### src/rtl/seg_scan_mux_pkg.sv
// seg_pkg: shared definitions for the seg_scan_mux display driver.
//   - conv_state_e : conversion FSM encoding (IDLE / SHIFT / DONE)
//   - SEG_*        : active-low {a,b,c,d,e,f,g} patterns for 0..9 plus blank
//   - NUM_DIGITS   : number of multiplexed display digits
//   - seg_pattern(): BCD nibble -> segment pattern, blank for 10..15
package seg_pkg;

  localparam int NUM_DIGITS = 4;

  typedef enum logic [1:0] {
    ST_IDLE  = 2'd0,
    ST_SHIFT = 2'd1,
    ST_DONE  = 2'd2
  } conv_state_e;

  localparam logic [6:0] SEG_0     = 7'b0000001;
  localparam logic [6:0] SEG_1     = 7'b1001111;
  localparam logic [6:0] SEG_2     = 7'b0010010;
  localparam logic [6:0] SEG_3     = 7'b0000110;
  localparam logic [6:0] SEG_4     = 7'b1001100;
  localparam logic [6:0] SEG_5     = 7'b0100100;
  localparam logic [6:0] SEG_6     = 7'b0100000;
  localparam logic [6:0] SEG_7     = 7'b0001111;
  localparam logic [6:0] SEG_8     = 7'b0000000;
  localparam logic [6:0] SEG_9     = 7'b0001100;
  localparam logic [6:0] SEG_BLANK = 7'h7F;

  function automatic logic [6:0] seg_pattern(input logic [3:0] d);
    logic [6:0] p;
    case (d)
      4'd0:    p = SEG_0;
      4'd1:    p = SEG_1;
      4'd2:    p = SEG_2;
      4'd3:    p = SEG_3;
      4'd4:    p = SEG_4;
      4'd5:    p = SEG_5;
      4'd6:    p = SEG_6;
      4'd7:    p = SEG_7;
      4'd8:    p = SEG_8;
      4'd9:    p = SEG_9;
      default: p = SEG_BLANK;
    endcase
    return p;
  endfunction

endpackage

### src/rtl/seg_scan_mux_if.sv
// seg_scan_mux_if: load handshake and display pins of seg_scan_mux.
//   in_valid / in_value : one-cycle load strobe and binary value (master -> slave)
//   busy                : conversion in progress, loads ignored (slave -> master)
//   seg / dp / anode    : active-low segment, decimal point and digit enables
// The master modport is the producer of values (adder side / bench),
// the slave modport is the display driver.
interface seg_scan_mux_if #(
  parameter int IN_W = 5
);
  import seg_pkg::*;

  logic                  in_valid;
  logic [IN_W-1:0]       in_value;
  logic                  busy;
  logic [6:0]            seg;
  logic                  dp;
  logic [NUM_DIGITS-1:0] anode;

  modport master (
    output in_valid, in_value,
    input  busy, seg, dp, anode
  );

  modport slave (
    input  in_valid, in_value,
    output busy, seg, dp, anode
  );

endinterface

### src/rtl/seg_scan_mux_bin2bcd.sv
// bin2bcd_seq: multi-cycle shift-add-3 binary to BCD converter.
//   clk, rst_n : clock, synchronous active-low reset
//   start      : load strobe, honoured only while idle
//   bin        : IN_W-bit unsigned input
//   busy       : high in SHIFT and DONE
//   done       : high for the single DONE cycle; bcd is final then
//   bcd[15:0]  : four BCD nibbles, nibble 0 = units
//
// state | meaning
// ------+-----------------------------------------------------------
// IDLE  | waiting for start; start loads bin and clears the scratch
// SHIFT | one add-3/shift iteration per cycle, IN_W iterations
// DONE  | scratch holds the result; parent copies it; back to IDLE
module bin2bcd_seq #(
  parameter int IN_W = 5
) (
  input  logic            clk,
  input  logic            rst_n,
  input  logic            start,
  input  logic [IN_W-1:0] bin,
  output logic            busy,
  output logic            done,
  output logic [15:0]     bcd
);
  import seg_pkg::*;

  localparam logic [1:0] S_IDLE  = ST_IDLE;
  localparam logic [1:0] S_SHIFT = ST_SHIFT;
  localparam logic [1:0] S_DONE  = ST_DONE;

  // Iteration counter counts down from IN_W-1; zero marks the last shift.
  localparam int CW = $clog2(IN_W + 1);

  logic [1:0]      state;
  logic [15:0]     scratch;
  logic [IN_W-1:0] sreg;
  logic [CW-1:0]   iter_cnt;

  function automatic logic [15:0] add3(input logic [15:0] v);
    logic [15:0] r;
    r = v;
    for (int n = 0; n < 4; n++) begin
      if (v[n*4 +: 4] >= 4'd5) r[n*4 +: 4] = v[n*4 +: 4] + 4'd3;
    end
    return r;
  endfunction

  always_ff @(posedge clk) begin
    if (!rst_n) begin
      state    <= S_IDLE;
      scratch  <= '0;
      sreg     <= '0;
      iter_cnt <= '0;
    end else begin
      case (state)
        S_IDLE: begin
          if (start) begin
            sreg     <= bin;
            scratch  <= '0;
            iter_cnt <= CW'(IN_W - 1);
            state    <= S_SHIFT;
          end
        end
        S_SHIFT: begin
          // The shifted-out top bit is always zero for legal IN_W.
          {scratch, sreg} <= {add3(scratch), sreg} << 1;
          if (iter_cnt == '0) begin
            state <= S_DONE;
          end else begin
            iter_cnt <= iter_cnt - 1'b1;
          end
        end
        S_DONE: begin
          state <= S_IDLE;
        end
        default: begin
          state <= S_IDLE;
        end
      endcase
    end
  end

  assign busy = (state != S_IDLE);
  assign done = (state == S_DONE);
  assign bcd  = scratch;

endmodule

### src/rtl/seg_scan_mux.sv
// seg_scan_mux: latches a binary result, converts it to BCD with
// bin2bcd_seq and time-multiplexes the digits onto a 4-digit
// common-anode seven-segment display.
//   clk, rst_n   : clock, synchronous active-low reset
//   bus (slave)  : in_valid/in_value load, busy, seg/dp/anode (all active-low)
// Parameters:
//   IN_W        : binary input width, 1..13
//   REFRESH_DIV : clock cycles per digit slot, >= 1
// Build option:
//   SEG_LEADING_ZERO_BLANK_EN : when defined, digits above the most
//   significant nonzero digit are dark; digit 0 always lights.
module seg_scan_mux #(
  parameter int IN_W        = 5,
  parameter int REFRESH_DIV = 100000
) (
  input  logic         clk,
  input  logic         rst_n,
  seg_scan_mux_if.slave bus
);
  import seg_pkg::*;

  localparam int RW = $clog2(REFRESH_DIV + 1);

  logic                  eng_busy;
  logic                  eng_done;
  logic [15:0]           eng_bcd;

  logic [RW-1:0]         refresh_cnt;
  logic [1:0]            idx;
  logic [15:0]           digits;
  logic                  shown_valid;
  logic [6:0]            seg_q;
  logic [NUM_DIGITS-1:0] anode_q;

  logic                  wrap;
  logic [1:0]            idx_nxt;
  logic [15:0]           digits_nxt;
  logic                  shown_nxt;
  logic [NUM_DIGITS-1:0] en_nxt;
  logic [15:0]           digit_shift;
  logic [6:0]            seg_nxt;
  logic [NUM_DIGITS-1:0] anode_nxt;

  bin2bcd_seq #(
    .IN_W (IN_W)
  ) u_bin2bcd (
    .clk   (clk),
    .rst_n (rst_n),
    .start (bus.in_valid),
    .bin   (bus.in_value),
    .busy  (eng_busy),
    .done  (eng_done),
    .bcd   (eng_bcd)
  );

  function automatic logic [NUM_DIGITS-1:0] digit_enable(
    input logic [15:0] d,
    input logic        valid
  );
    logic [NUM_DIGITS-1:0] en;
`ifdef SEG_LEADING_ZERO_BLANK_EN
    en[3] = (d[15:12] != 4'd0);
    en[2] = en[3] | (d[11:8] != 4'd0);
    en[1] = en[2] | (d[7:4]  != 4'd0);
    en[0] = 1'b1;
`else
    en = '1;
`endif
    return valid ? en : '0;
  endfunction

  assign wrap = (refresh_cnt == RW'(REFRESH_DIV - 1));

  // Outputs are registered from next-state values so that a new result
  // and a new slot both appear on the very edge that produces them, and
  // seg/anode always move together.
  always_comb begin
    idx_nxt     = wrap ? idx + 2'd1 : idx;
    digits_nxt  = eng_done ? eng_bcd : digits;
    shown_nxt   = shown_valid | eng_done;
    en_nxt      = digit_enable(digits_nxt, shown_nxt);
    digit_shift = digits_nxt >> {idx_nxt, 2'b00};
    seg_nxt     = SEG_BLANK;
    anode_nxt   = '1;
    if (en_nxt[idx_nxt]) begin
      seg_nxt   = seg_pattern(digit_shift[3:0]);
      anode_nxt = ~(NUM_DIGITS'(1) << idx_nxt);
    end
  end

  always_ff @(posedge clk) begin
    if (!rst_n) begin
      refresh_cnt <= '0;
      idx         <= '0;
      digits      <= '0;
      shown_valid <= 1'b0;
      seg_q       <= SEG_BLANK;
      anode_q     <= '1;
    end else begin
      refresh_cnt <= wrap ? '0 : refresh_cnt + 1'b1;
      idx         <= idx_nxt;
      digits      <= digits_nxt;
      shown_valid <= shown_nxt;
      seg_q       <= seg_nxt;
      anode_q     <= anode_nxt;
    end
  end

  assign bus.busy  = eng_busy;
  assign bus.seg   = seg_q;
  assign bus.dp    = 1'b1;
  assign bus.anode = anode_q;

endmodule

### src/flat_wrapper.sv
// flat-port wrapper written by rule: the top's interface ports become plain ports
module seg_scan_mux_flat import seg_pkg::*;
#(
  parameter int IN_W        = 5,
  parameter int REFRESH_DIV = 100000
)
  (clk, rst_n, bus_in_valid, bus_in_value, bus_busy, bus_seg, bus_dp, bus_anode);
  seg_scan_mux_if #(.IN_W(IN_W)) bus_i ();
  input  logic clk;
  input  logic rst_n;
  input wire logic [$bits(bus_i.in_valid)-1:0] bus_in_valid;
  input wire logic [$bits(bus_i.in_value)-1:0] bus_in_value;
  output wire logic [$bits(bus_i.busy)-1:0] bus_busy;
  output wire logic [$bits(bus_i.seg)-1:0] bus_seg;
  output wire logic [$bits(bus_i.dp)-1:0] bus_dp;
  output wire logic [$bits(bus_i.anode)-1:0] bus_anode;
  assign bus_i.in_valid = bus_in_valid;
  assign bus_i.in_value = bus_in_value;
  assign bus_busy = bus_i.busy;
  assign bus_seg = bus_i.seg;
  assign bus_dp = bus_i.dp;
  assign bus_anode = bus_i.anode;
  seg_scan_mux #(.IN_W(IN_W), .REFRESH_DIV(REFRESH_DIV)) u_core (.clk(clk), .rst_n(rst_n), .bus(bus_i));
endmodule
### config.mk
export PLATFORM = sky130hd
export DESIGN_NAME = seg_scan_mux_flat
export DESIGN_NICKNAME = d
export VERILOG_FILES = /design/src/rtl/seg_scan_mux_pkg.sv /design/src/rtl/seg_scan_mux_if.sv /design/src/rtl/seg_scan_mux_bin2bcd.sv /design/src/rtl/seg_scan_mux.sv /design/src/flat_wrapper.sv
export SDC_FILE = /design/constraint.sdc
export NUM_CORES = 1
export LEC_CHECK = 0
export CAP_MARGIN = 5
export CELL_PAD_IN_SITES_DETAIL_PLACEMENT = 0
export CELL_PAD_IN_SITES_GLOBAL_PLACEMENT = 2
export CORE_MARGIN = 1
export CORE_UTILIZATION = 29
export CTS_BUF_LIST = sky130_fd_sc_hd__clkbuf_8
export DETAILED_ROUTE_END_ITERATION = 12
export PLACE_DENSITY = 0.7
export SETUP_SLACK_MARGIN = 0.5
export SYNTH_ARGS = -nofsm -noshare
export SYNTH_HDL_FRONTEND = slang
export SYNTH_HIERARCHICAL = 1
export SYNTH_SLANG_ARGS = --single-unit
### constraint.sdc
create_clock -name clk -period 3.4 [get_ports clk]
set_clock_uncertainty 0.15 [all_clocks]
set_input_delay 0.68 -clock clk [delete_from_list [all_inputs] [get_ports clk]]
set_output_delay 0.68 -clock clk [all_outputs]
set_load 0.05 [all_outputs]
* Yosys cells after proc, flatten, opt, wreduce, memory -nomap -nowiden
Memory sizes are Yosys's and may differ from the RTL's. A register that Yosys moved wholly into a read port is not among the register bits.
Index checks and enable logic that the tools add are counted.
** Storage, ports and cells
- Register bits after elaboration :: 66
- Memory bits (read-only) :: 112
- Input bits :: 8
- Output and inout port bits :: 13
- Logic and storage cells :: 62
- Memories kept :: 1
** Operators by class
- $add $sub $neg :: 7
- Magnitude comparators :: 5
- Equality and inequality tests :: 6
- Shift-type cells :: 2
- Multiplexer cells :: 19
- Bitwise gates (word level) :: 3
- Reductions and logical operators :: 10
** Memory list
- (name not given) :: depth 16, bits a word 7, rd ports 1, clocked after Yosys merged registers in 1, wr ports 0, line seg_scan_mux_pkg.sv:30 : case (d)
** Operators with widths (count)
- two-way mux 16 bit :: 2
- one-hot mux 16 bit (2 select lines) :: 1
- adder 17 x 1 -> 17 bit (second input constant) :: 1
- equality test 17 bit (second input constant) :: 1
- >= comparator 4 x 3 -> 1 bit (second input constant) :: 4
- two-way mux 4 bit :: 4
- right shift 16 x 4 -> 4 bit :: 1
- adder 4 x 2 -> 4 bit (second input constant) :: 3
- one-hot mux 5 bit (2 select lines) :: 1
- two-way mux 3 bit :: 3
- two-way mux 2 bit :: 3
- inequality test 2 bit (second input constant) :: 3
- one-hot mux 3 bit (2 select lines) :: 1
- AND reduction 2 bit :: 3
- two-way mux 5 bit :: 1
- inverter 4 bit :: 1
- one-hot mux 2 bit (2 select lines) :: 1
- nonzero test 2 bit :: 2
- << shifter 1 x 2 -> 4 bit (first input constant) :: 1
- adder 3 x 2 -> 3 bit (second input constant) :: 1
- logical NOT 3 bit :: 1
- less-than comparator 2 x 3 -> 1 bit (second input constant) :: 1
- AND reduction 3 bit :: 1
- subtractor 3 x 1 -> 3 bit (second input constant) :: 1
- other kinds (10) :: 10

* Longest topological paths before layout
- Depth after elaboration :: 7
- Depth in mapped cells :: 13
- Depth with buffers taken out :: 11

* Cells and area by module
Netlist, hierarchy kept.
** By module, submodules not included
- seg_scan_mux :: times used 1, cells each 243, area an instance 2269.7 µm²
- bin2bcd_seq :: times used 1, cells each 156, area an instance 1335.0 µm²

* Worst setup path before layout
Ideal clock, no wire load.
- Path type :: register to register
- From :: register u_core.u_bin2bcd.state[0]
- To :: register u_core.seg_q[3] (netlist: u_core/bus.seg[3])
- Arrival :: 2494 ps
- Setup slack :: 632 ps
- Cell stages (with the launch flop) :: 14
- Cell sequence :: dfxtp_1 > buf_2 > nor2b_1 > buf_4 > buf_4 > mux2i_1 > a22oi_1 > nand2_1 > a21oi_1 > inv_1 > ha_1 > or2_2 > a21oi_1 > o21ai_1
** On the way
- Cells in the longest elaborated chain, start to end :: 7
** RTL lines
- from (decl) :: line seg_scan_mux_bin2bcd.sv:34 : logic [1:0] state;
- from (signal assigned) :: line seg_scan_mux_bin2bcd.sv:50 : state <= S_IDLE;
- from (signal assigned) :: line seg_scan_mux_bin2bcd.sv:61 : state <= S_SHIFT;
- from (signal assigned) :: line seg_scan_mux_bin2bcd.sv:68 : state <= S_DONE;
- equality test 2 bit (*) :: line seg_scan_mux_bin2bcd.sv:84 : assign done = (state == S_DONE);
- net u_core.eng_done :: line seg_scan_mux.sv:25 : logic eng_done;
- OR 1 bit :: line seg_scan_mux.sv:80 : shown_nxt = shown_valid | eng_done;
- two-way mux 4 bit :: line seg_scan_mux.sv:69 : return valid ? en : '0;
- binary-select mux 1 bit (select 2 bit) :: line seg_scan_mux.sv:85 : if (en_nxt[idx_nxt]) begin
- two-way mux 1 bit (implied by the code) :: line seg_scan_mux.sv:85
- AND reduction 2 bit (no line)
- logical NOT 1 bit (no line)
- to (decl) :: line seg_scan_mux.sv:32 : logic [6:0] seg_q;
Mark *: on every way through the listed nets, which the timed path passes. The rest lies on a longest branch. The select of a mux whose other input is x is not followed.
A chain may end at the register's enable or synchronous reset.

* Worst setup path after layout
- From :: register u_core.u_bin2bcd.state[0]
- To :: output bus_busy
** On the way
- Cells in the longest elaborated chain, start to end :: 1
** RTL lines
- nonzero test 2 bit :: line seg_scan_mux_bin2bcd.sv:83 : assign busy = (state != S_IDLE);
- to (decl) :: line flat_wrapper.sv:13 : output wire logic [$bits(bus_i.busy)-1:0] bus_busy;
Every way passes these cells.

==> results.md <==
| Quantity | Reported |
|---|---|
| Status | completed |
| TritonCTS clock tree | done |
| Starting Density | 29.89% |
| Antenna violations before repair | 0 |
| Unrepaired setup endpoints after global routing | no |
| Syn_area_per_cell | 9.034 um^2 |
| Commonest register cell after synthesis | dfxtp_1 |
| Area used by multi-input combinational logic | 1988 um^2 |
| Number of DRC markers after the initial detailed-route iteration | 193 |
| Lkg Pwr | 0.001542 uW |
| Crit path time final | 2.664 ns |
| Number of detailed-routing iterations run before antenna repair | 4 |
| Path category of the worst min-delay check | flip-flop to flip-flop |
| Fill cell total of the finished layout | 1230 |
| Hold violation total from the final report | 0 |
| Post-synthesis instance area | 3605 um^2 |
| Async set or reset register ratio after synthesis | 0% |
| Pin count of the biggest net entering global routing | 20 |
| Aggregate routed wire length | 7885 um |
| Top-level port count | 21 |
| Type of the worst setup path | flip-flop to output pin |
| Final setup vio count | 0 |
| Clock transition time at the flip-flop clock pins of the worst setup and hold paths | 0.08 ns |
| Pwr Density | 466.1 nW/um^2 |
| Vias after detailed routing | 2860 |
| Worst slack at placement | 0.4597 ns |
| Root Driver | clkbuf_8 |
| FF+latch count, synth | 73 |
| Data required time at the worst endpoint | 2.57 ns |
| Post-Route Utilization | 35.82% |
| Number of vias per cell after detailed routing | 4.775 |
| Clock sink count | 73 |
| Final sum of negative setup slack | 0 ns |
| Startpoint types | flip-flop |
| Number of max-cap violations | 0 |
| Number of synthesized flops with an enable pin | 0 |
| Number of synthesis warnings | 6 |
| Antenna Nets Post-Route | 0 |
| Overall die height | 113.5 um |
| First-pass GRT wire length | 13170 um |
| Final routed DRC violation total | 0 |
| Count of input and output buffers | 19 |
| Synth Instances | 399 |
| Post-synthesis cell type count | 51 |
| Normalized max-slew margin | 52.79% |
| Non-filler instance count after layout | 599 |
| Number of max-slew violations in the final report | 0 |
| Register area | 1461 um^2 |
| Post-CTS Hold Fix Bufs | 0 |
| Total core area | 12060 um^2 |
| Average wire length per cell after detail routing | 13.16 um |
| Slowest Stage Delay on Critical Path | 0.70 ns |
| Post-route clock period utilization | 78.35% |
| Worst hold path stage count | 1 |
| Worst Max-Slew Pin Slew | 0.7008 ns |
| Post-DP HPWL | 5524 um |
| Setup crit end kind | output pin |
| Fraction of post-synthesis cell area in the top cell type by area | 40.54% |
| CP cell instances | buf_4, or2_2, clkdlybuf4s50_1 |
| Number of cells on the worst reg-to-reg path | 11 |
| Post-Syn Nets | 424 |
| Maximum buffer depth of the clock tree | 2 |
| Gp weighted congestion | 0.7330 |
| Library cell with the largest summed area after synthesis | dfxtp_1 |
| DIE WIDTH | 113.5 um |
| Leading cell types by count after synthesis | dfxtp_1, a21oi_1, nor2_1 |
| Grt ovf | 0 |
| Worst-case vdd ir drop | 0.1811 mV |
| Slowest cell on crit path | clkdlybuf4s50_1 |
| Final worst slack | 0.7360 ns |
| Antenna fix cells | 0 |
| Total placed cells including tap cells | 574 |
| Top fanout value on the critical path | 15 |
| Leading cell type by number of instances after synthesis | dfxtp_1 |
| Worst-Skew Late Latency | 0.35 ns |
| Portion of the post-synthesis area used by sequential elements | 40.54% |
| Number of nets in the layout | 451 |
| Global Route Usage Sum | 13.07% |
| # H-tree levels | 3 |
| Most area-consuming cells after synthesis | dfxtp_1, ha_1, mux2i_1, a21oi_1, nor2b_1 |
| Via count of the first global-routing pass | 2616 |
| Proportion of layout cells with a drive suffix above 1 | 12.76% |
| CP Data Arrival Time | 1.83 ns |
| Max frequency | 0.3754 GHz |
| Area Growth Syn to Fin | 19.85% |
| Die Outline Area | 12880 um^2 |
| Number of placement rows | 40 |
| Total CTS buffers | 9 |
## logic make-up (layout without fill, tap and decap cells)
| family | count (synthesis) | count (layout) | synth area share, % |
|---|---|---|---|
| and+or+nand+nor | 149 | 149 | 23.12 |
| AOI/OAI and AO/OA | 84 | 84 | 14.27 |
| DFF | 73 | 73 | 40.54 |
| buffers and inverters | 34 | 66 | 4.547 |
| muxes | 22 | 22 | 6.907 |
| xor gates and xnor gates | 19 | 19 | 4.616 |
| adders and majority gates | 17 | 17 | 5.901 |
| other | 1 | 1 | 0.1040 |
## worst max-delay path, delay by kind of cell (launching register included)
kind / cells / cell delay, ns
buffers and inverters: 2 / 0.88
DFF: 1 / 0.32
and+or+nand+nor: 1 / 0.28
## sequential cells by signal, indices dropped and copies added (netlist names)
register                   cells
u_core/bus.anode               4
u_core/u_bin2bcd/iter_cnt      3
u_core/bus.seg                 7
u_core/u_bin2bcd/state         2
u_core/u_bin2bcd/bcd          16
u_core/refresh_cnt            17
u_core/u_bin2bcd/sreg          5
u_core/idx                     2
u_core/shown_valid             1
u_core/digits                 16
## timing repair
| item | 4_1_cts | 5_1_grt |
|---|---|---|
| setup endpoints to repair | 1 | 7 |
| buffers inserted | 2 | 7 |
| resized for setup | 1 | 5 |
| pin swaps | 1 | 1 |
| gates cloned | 0 | 0 |
## power by group
| part | leakage, uW | internal [uW] | switching (uW) | total, uW |
|---|---|---|---|---|
| logic | 0.000811 | 79.6 | 113 | 192 |
| registers | 0.000591 | 879 | 12.6 | 892 |
| clock network | 0.000140 | 601 | 329 | 930 |
## worst paths after layout
check	slack, ns	start	end
max	0.74	u_core/u_bin2bcd/state[0]$_SDFFE_PN0P_	bus_busy
max reg2reg	0.74	u_core/u_bin2bcd/state[1]$_SDFFE_PN0P_	u_core/bus.seg[3]$_SDFF_PN1_
min reg2reg	0.32	u_core/refresh_cnt[0]$_SDFF_PP0_	u_core/refresh_cnt[0]$_SDFF_PP0_
min	0.32	u_core/refresh_cnt[0]$_SDFF_PP0_	u_core/refresh_cnt[0]$_SDFF_PP0_
## layout by cell type (no fill, tap or decap), drive strengths merged, types with 6 or more instances in the layout
| cell | netlist | routed |
|---|---|---|
| dfxtp | 73 | 73 |
| o21ai | 24 | 24 |
| clkbuf | 6 | 11 |
| or3 | 6 | 6 |
| nor3 | 11 | 11 |
| xor2 | 13 | 13 |
| a21oi | 34 | 34 |
| mux2i | 17 | 17 |
| and2 | 7 | 7 |
| nand4 | 6 | 6 |
| nand2b | 9 | 9 |
| nor2b | 25 | 25 |
| clkdlybuf4s50 | 0 | 19 |
| buf | 11 | 14 |
| and3 | 10 | 10 |
| nand3 | 10 | 10 |
| nor2 | 27 | 27 |
| ha | 17 | 17 |
| xnor2 | 6 | 6 |
| inv | 17 | 17 |
| nand2 | 24 | 24 |
| a22oi | 9 | 9 |
## metrics by stage
| stage | hold WS (ns) | total power, uW | instance area, um^2 |
|---|---|---|---|
| after floorplan | 0.2799 | 1042 | 3605 |
| after global placement | 0.2921 | 1096 | 3945 |
| after detailed placement | 0.3070 | 1096 | 3945 |
| after CTS | 0.3252 | 2037 | 4240 |
| after global routing | 0.3536 | 2104 | 4320 |
| final | 0.3211 | 2014 | 4320 |
## final cells by class
type,instances,share of cell area [%]
clock buffer,11,3.504
clock inverter,5,2.896
inverter,17,1.477
multi-input combinational,292,46.02
sequential,73,33.83
tap,168,4.865
timing repair buffer,33,7.414
## per-layer routing
metal	vias up	GRT usage, %	wire, um
met5	-	0	0
met4	0	5.000	138
met3	10	3.348	195
met2	42	20.16	3547
met1	1366	17.47	4004
li1	1442	-	-
Note: power is estimated with default switching activity, not from simulation.
